**src/rtl/i2c_master_wr.sv**
```systemverilog
// Write-only I2C master: START, 7-bit address + R/W, ACK-gated data bytes from a
// valid/ready source, STOP. Every bus phase is built from four equal SCL quarters.
module i2c_master_wr #(
  parameter int DIV_QTR = 125,
  parameter bit RW_BIT  = 1'b0
) (
  input  logic       i_Clk,
  input  logic       reset,
  input  logic       i_Start,
  input  logic [6:0] i_Addr,
  input  logic       i_Tx_Valid,
  input  logic [7:0] i_Tx_Data,
  output logic       o_Tx_Ready,
  input  logic       i_Sda,
  output logic       o_Scl,
  output logic       o_Sda,
  output logic       o_Busy,
  output logic       o_Done,
  output logic       o_Nack
);

  localparam int            CW      = (DIV_QTR > 1) ? $clog2(DIV_QTR) : 1;
  localparam logic [CW-1:0] CNT_MAX = CW'(DIV_QTR - 1);

  typedef enum logic [2:0] {IDLE, START, ADDR, ACK_A, DATA, ACK_D, STOP} state_t;

  state_t        state_q, state_d;
  logic [CW-1:0] cnt_q, cnt_d;
  logic [1:0]    q_q, q_d;
  logic [2:0]    bit_q, bit_d;
  logic [7:0]    shift_q, shift_d;
  logic          ack_q, ack_d;
  logic          busy_q, busy_d, done_q, done_d, nack_q, nack_d, rdy_q, rdy_d;
  logic          scl_q, scl_d, sda_q, sda_d;
  logic          qtr_end, bit_end;

  always_comb begin
    state_d = state_q;
    cnt_d   = cnt_q;
    q_d     = q_q;
    bit_d   = bit_q;
    shift_d = shift_q;
    ack_d   = ack_q;
    busy_d  = busy_q;
    nack_d  = nack_q;
    done_d  = 1'b0;
    rdy_d   = 1'b0;
    qtr_end = (cnt_q == CNT_MAX);
    bit_end = qtr_end && (q_q == 2'd3);

    if (state_q != IDLE) begin
      if (qtr_end) begin
        cnt_d = '0;
        q_d   = q_q + 2'd1;
      end else begin
        cnt_d = cnt_q + CW'(1);
      end
    end

    case (state_q)
      IDLE: begin
        if (i_Start) begin
          state_d = START;
          cnt_d   = '0;
          q_d     = 2'd0;
          bit_d   = 3'd0;
          busy_d  = 1'b1;
          nack_d  = 1'b0;
          shift_d = {i_Addr, RW_BIT};
        end
      end
      START: if (bit_end) state_d = ADDR;
      ADDR, DATA: begin
        if (bit_end) begin
          shift_d = {shift_q[6:0], 1'b0};
          bit_d   = bit_q + 3'd1;
          if (bit_q == 3'd7) state_d = (state_q == ADDR) ? ACK_A : ACK_D;
        end
      end
      ACK_A, ACK_D: begin
        // The slave's answer is taken once, on the last clock of the SCL-high first half.
        if (qtr_end && (q_q == 2'd1)) ack_d = i_Sda;
        if (bit_end) begin
          bit_d = 3'd0;
          if (ack_q) begin
            nack_d  = 1'b1;
            state_d = STOP;
          end else if (i_Tx_Valid) begin
            shift_d = i_Tx_Data;
            rdy_d   = 1'b1;
            state_d = DATA;
          end else begin
            state_d = STOP;
          end
        end
      end
      STOP: begin
        if (bit_end) begin
          state_d = IDLE;
          done_d  = 1'b1;
          busy_d  = 1'b0;
        end
      end
      default: state_d = IDLE;
    endcase

    // Line levels follow the next state so the outputs stay registered yet aligned.
    scl_d = 1'b1;
    sda_d = 1'b1;
    case (state_d)
      START: begin
        scl_d = (q_d == 2'd0) || (q_d == 2'd1);
        sda_d = (q_d == 2'd0);
      end
      ADDR, DATA: begin
        scl_d = (q_d == 2'd1) || (q_d == 2'd2);
        sda_d = shift_d[7];
      end
      ACK_A, ACK_D: scl_d = (q_d == 2'd1) || (q_d == 2'd2);
      STOP: begin
        scl_d = (q_d != 2'd0);
        sda_d = (q_d == 2'd2) || (q_d == 2'd3);
      end
      default: ;
    endcase
  end

  always_ff @(posedge i_Clk or negedge reset) begin
    if (!reset) begin
      state_q <= IDLE;
      cnt_q   <= '0;
      q_q     <= 2'd0;
      bit_q   <= 3'd0;
      ack_q   <= 1'b0;
      busy_q  <= 1'b0;
      done_q  <= 1'b0;
      nack_q  <= 1'b0;
      rdy_q   <= 1'b0;
      scl_q   <= 1'b1;
      sda_q   <= 1'b1;
    end else begin
      state_q <= state_d;
      cnt_q   <= cnt_d;
      q_q     <= q_d;
      bit_q   <= bit_d;
      ack_q   <= ack_d;
      busy_q  <= busy_d;
      done_q  <= done_d;
      nack_q  <= nack_d;
      rdy_q   <= rdy_d;
      scl_q   <= scl_d;
      sda_q   <= sda_d;
    end
  end

  always_ff @(posedge i_Clk) begin
    shift_q <= shift_d;
  end

  assign o_Scl      = scl_q;
  assign o_Sda      = sda_q;
  assign o_Busy     = busy_q;
  assign o_Done     = done_q;
  assign o_Nack     = nack_q;
  assign o_Tx_Ready = rdy_q;

endmodule

```
**config.mk**
```make
export PLATFORM = sky130hd
export DESIGN_NAME = i2c_master_wr
export DESIGN_NICKNAME = d
export VERILOG_FILES = /design/src/rtl/i2c_master_wr.sv
export SDC_FILE = /design/constraint.sdc
export NUM_CORES = 1
export LEC_CHECK = 0
export CAP_MARGIN = 10
export CORE_MARGIN = 8
export CORE_UTILIZATION = 45
export DETAILED_ROUTE_END_ITERATION = 10
export DONT_BUFFER_PORTS = 1
export PLACE_DENSITY_LB_ADDON = 0.3
export SYNTH_ARGS = -nofsm -noshare
export SYNTH_HDL_FRONTEND = slang
export SYNTH_SLANG_ARGS = --single-unit
```
**constraint.sdc**
```tcl
create_clock -name i_Clk -period 4.9 [get_ports i_Clk]
set_input_delay 0.735 -clock i_Clk [delete_from_list [all_inputs] [get_ports i_Clk]]
set_output_delay 0.735 -clock i_Clk [all_outputs]
set_load 0.05 [all_outputs]
```
Word level (Yosys, flattened, before mapping). Cells that the tools add are included.

Add/sub/neg operators: 3. Multipliers: 0. Divide/modulo/power cells: 0. $lt $le $gt $ge: 0. Eq/ne operators: 26. Shifts and indexed selects: 0. Multiplexer cells: 43. Bitwise logic cells: 0. Reduce and logical (&&, ||, !) cells: 21.

Operators with widths (count): $mux W8 (5); $mux W3 (10); $mux W7 (4); $pmux W8 S3 (1); $eq A3 B3 Y1 const B (7); $pmux W3 S5 (1); $ne A2 B2 Y1 const B (7); $eq A3 B2 Y1 const B (4); $mux W2 (6); $mux W1 (11); $pmux W3 S3 (1); $reduce_and A4 Y1 (2); $add A7 B1 Y7 const B (1); $eq A7 B7 Y1 const B (1); $eq A2 B2 Y1 const B (3); $eq A3 B1 Y1 const B (2); $pmux W1 S3 (2); $reduce_and A6 Y1 (1); $reduce_bool A2 Y1 (3); $reduce_bool A3 Y1 (2); $reduce_or A2 Y1 (3); $eq A2 B1 Y1 const B (2); $pmux W1 S2 (2); $reduce_or A4 Y1 (1); other kinds (8) (11).

Bits in registers: 30. Bits in latches: 0. Memory bits (writable): 0. Bits in read-only memories: 0. Bits of input ports: 20. Output and inout port bits: 6. Word-level logic and storage cells: 106. Memories kept: 0.

Depth between registers and ports, before layout.
Word-level depth: 8. Gate-level depth with buffers: 7.

Worst setup path after synthesis. Ideal clock, no wire load.

Path kind: input to register. Start: input port i_Start. End: register sda_q (netlist: o_Sda). Library setup time: 0.091 ns. Arrival time: 1.635 ns. Required time: 4.809 ns. Slack: 3.174 ns. Cell stages on the path: 5. Path buffers: 0. Path through: nor4_2 > a21oi_1 > and3_1 > nor2b_1 > a211oi_2.

Word-level cells in the longest chain between the ends: 5. Elaborated cells on any way between the ends: 16. Those cells by class: eq/ne: 6; mux: 7; reduce/logical: 3.

RTL lines: start, declared (line 9) `input logic i_Start,`; $mux W3 (*) (line 62) `if (i_Start) begin`; $pmux W3 S5 (*) (line 60) `case (state_q)`; named net state_d[0] (line 27) `state_t state_q, state_d;`; $eq A3 B2 Y1 or $eq A3 B3 Y1 (tied branches) (line 110) `case (state_d)`; $reduce_or A2 Y1 (line 110); $pmux W1 S3 (*) (line 110); named net sda_d (line 34) `logic scl_q, scl_d, sda_q, sda_d;`; end signal, assigned (line 140) `sda_q <= 1'b1;`; end signal, assigned (line 152) `sda_q <= sda_d;`; end, declared (line 34).

Mark *: on every way through the listed nets, which the timed path passes. The rest lies on a longest branch. The select of a mux whose other input is x is not followed. A chain may end at the register's enable or synchronous reset.

Worst setup path after layout.
Start: register state_q[0]. End: register sda_q (netlist: o_Sda).

Word-level cells in the longest chain between the ends: 8. Elaborated cells on any way between the ends: 32. Those cells by class: eq/ne: 12; mux: 13; reduce/logical: 7.

RTL lines: start, declared (line 27); start signal, assigned (line 142) `state_q <= state_d;`; $eq A3 B2 Y1 (line 60, 77); $mux W3 (2 in a row) (line 77) `if (bit_q == 3'd7) state_d = (state_q == ADDR) ? ACK_A : ACK_D;`; $mux W3 (line 74) `if (bit_end) begin`; $pmux W3 S5 (line 60); $eq A3 B2 Y1 or $eq A3 B3 Y1 (tied branches) (line 110); $reduce_or A2 Y1 (line 110); $pmux W1 S3 (*) (line 110); named net sda_d (line 34).

Mark *: on every way through the listed nets, which the timed path passes. The rest lies on a longest branch.

==> flow_summary.yaml <==
critical_path:
  critPathLaunch: "state_q[0]"
  r2r_end: "o_Sda"
  timing.rr.start: "state_q[0]"
  end_kind: "flip-flop"
  critical_path_class: "flip-flop to flip-flop"
  r2r_cells: 5
  endpoint: "o_Sda"
  rrSetupSlack_ns: 2.97
  cp-start-kind: "flip-flop"
  worst_ep_required_time_ns: 5.11
  arrival_ns: 2.13
  crit_fanout: 17
floorplan:
  row_count: 23
  core_um2: 3914
  io-pin-count: 26
  start_util: 0.4575
  die_y_um: 79.08
  die_w_um: 79.08
  die_area_um2: 6253
synth:
  synth_top_family_by_area: "simple AND/OR/NAND/NOR gates"
  synth_edf_count: 7
  synth_xor_area_frac: 0.01398
  synth_adder_area_share: 0.04193
  yosysMostFrequentCell: "nand2_1"
  async_reset_ff_frac: 0.7333
  synth_warnings: 0
  syn-cell-area_um2: 1790
  synth_top_area_cell: "dfrtp_1"
  synthFlopType: "dfrtp_1"
  synth_area_per_cell_um2: 10.17
  synth-seq-area-share: 0.4375
  ys_seq_elements: 30
  synth_top_cell_area_share: 0.2795
  synth-simple-area-share: 0.2418
  synth_area_leaders: "dfrtp_1 28%, edfxtp_1 12%, nand2_1 4.8%"
  synth-compound-area-share: 0.1999
  syn_nets: 202
  synth_cells: 176
  synthMuxAreaShare: 0.01188
  ys_types: 54
  synth_common_cells: "23 x nand2_1, 20 x dfrtp_1, 12 x nor2_1, 12 x o21ai_0, 8 x inv_1"
timing:
  worst_slew_pin_slew_ns: 0.6518
  hold_viol_final: 0
  rsz0062_at_grt: "no"
  fmax_mhz: 519.0
  setup_viol: 0
  min_period_ns: 1.927
  setup_tns_ns: 0
  finalCritPeriodShare: 0.3932
  max_slew_margin: 0.5655
  finClkSkew_ns: 0.007392
  drv_slew: 0
clock_tree:
  clkSinkCount: 30
  cts_tree: "built"
  cts-hold-fix-buffers: 0
  insertion_delay_ns: 0.29
  ctsRootBufferMaster: "clkbuf_8"
  clk_pin_slew_ns: 0.07
  clk_path_buf_depth: 2
  cts_max_level: 2
  cts_buffers: 5
  cts_resized: 0
  postCtsSetupBuffers: 0
route:
  drc: 0
  dr.pass1.iters: 4
  ant_nets: 0
  drt_first_iter_violations: 80
  vias: 1356
  wire_per_inst_um: 17.49
  viasPerCell: 6.000
  wirelength_um: 3952
place:
  gp_congestion: 0.8364
  placed_area_um2: 1788
  dp_hpwl_um: 2933
  io_buffers: 0
power_and_ir_drop:
  vdd_ir_drop_max_mv: 0.1151
  finalPower_uw: 456.9
  power_density_nw_per_um2: 243.9
  p_leak_uw: 0.0007758
grt:
  grt_util_all_layers: 0.1434
  antenna_found_initial: 0
  grt_pass1_wl_um: 6975
  grt-ovfl-total: 0
  grt_max_degree: 23
  grt_pass1_vias: 1434
finish:
  final_nets: 201
  fill_cells: 397
  drive_above_1_share: 0.1761
  area_delta_synth_final_pct: 4.612
  final_area_um2: 1873
  final_util: 0.4786
  antenna_cells: 0
hold_path:
  hp-class: "primary input to async pin"
flow_run:
  cap_violations: 0
status:
  status: "completed"
## placed cells by master, fill, tap and decap left out, types with 2 or more instances in the layout
| cell type | instances |
|---|---|
| a211oi_2 | 3 |
| a21oi_1 | 3 |
| a22oi_1 | 6 |
| a31o_2 | 2 |
| a31oi_1 | 2 |
| a32oi_1 | 2 |
| and3_1 | 7 |
| clkbuf_8 | 5 |
| dfrtp_1 | 20 |
| dfstp_2 | 2 |
| edfxtp_1 | 7 |
| ha_1 | 6 |
| inv_1 | 8 |
| nand2_1 | 23 |
| nand2b_1 | 2 |
| nand3_1 | 6 |
| nand4_1 | 3 |
| nor2_1 | 12 |
| nor2b_1 | 3 |
| nor3_1 | 5 |
| nor3_2 | 2 |
| nor4_1 | 2 |
| o21ai_0 | 12 |
| o21ai_2 | 2 |
| o31ai_1 | 2 |
## final cells by class
type                       count  area [um2]  share of cell area
multi-input combinational    130       912.1              0.4870
inverter                       8       30.03             0.01603
clock inverter                 3       16.27            0.008684
tap                           50       62.56             0.03340
clock buffer                   5       68.82             0.03674
sequential                    30       783.3              0.4182
## critical path, cell delays in order (launching register included)
cell	delay (ns)
dfrtp_1	0.62
nor4_2	0.64
a21oi_1	0.12
nand4_1	0.15
nor4_1	0.08
a211oi_2	0.23
## kinds of logic after synthesis
kind of cell,after synthesis
simple gates,74
flops,30
fa+ha+maj,6
mux,2
xor+xnor,2
compound gates,46
buf+inv,16
## through the flow
stage	worst slack (ns)	std cells	hold WS (ns)
3_3_place_gp	3.001	218	0.4402
6_report	2.973	226	0.1320
2_1_floorplan	3.174	176	0.4320
5_1_grt	2.772	226	0.1104
3_5_place_dp	2.925	218	0.4402
4_1_cts	2.977	226	0.1266
## routing by layer
layer	wire length (um)	vias to the layer above	GRT usage
li1	-	649	-
met1	1806	673	0.1711
met2	1837	30	0.2161
met3	267	4	0.06885
met4	41	0	0.05926
met5	0	-	0
## worst min path at each step
stage | from | to | slack [ns] | cells after the start
6_report | reset | o_Tx_Ready | 0.13 | 0
5_1_grt | reset | o_Tx_Ready | 0.11 | 0
4_1_cts | reset | o_Tx_Ready | 0.13 | 0
3_5_place_dp | reset | cnt_q[6] | 0.44 | 0
3_3_place_gp | reset | cnt_q[4] | 0.44 | 0
2_1_floorplan | shift_q[7] | shift_q[7] | 0.43 | 2
## report_power, final
group	switching (uW)	total [uW]	internal (uW)	leakage, uW
clock	93.7	191	96.9	0.0000416
sequential	4.73	262	257	0.000338
combinational	2.41	4.55	2.14	0.000396
## registers in the layout, indices dropped and copies added, names as in the netlist, 2 cells and up
register,flops
cnt_q,7
bit_q,3
state_q,3
q_q,2
shift_q,8
Note: power is estimated with default switching activity, not from simulation.
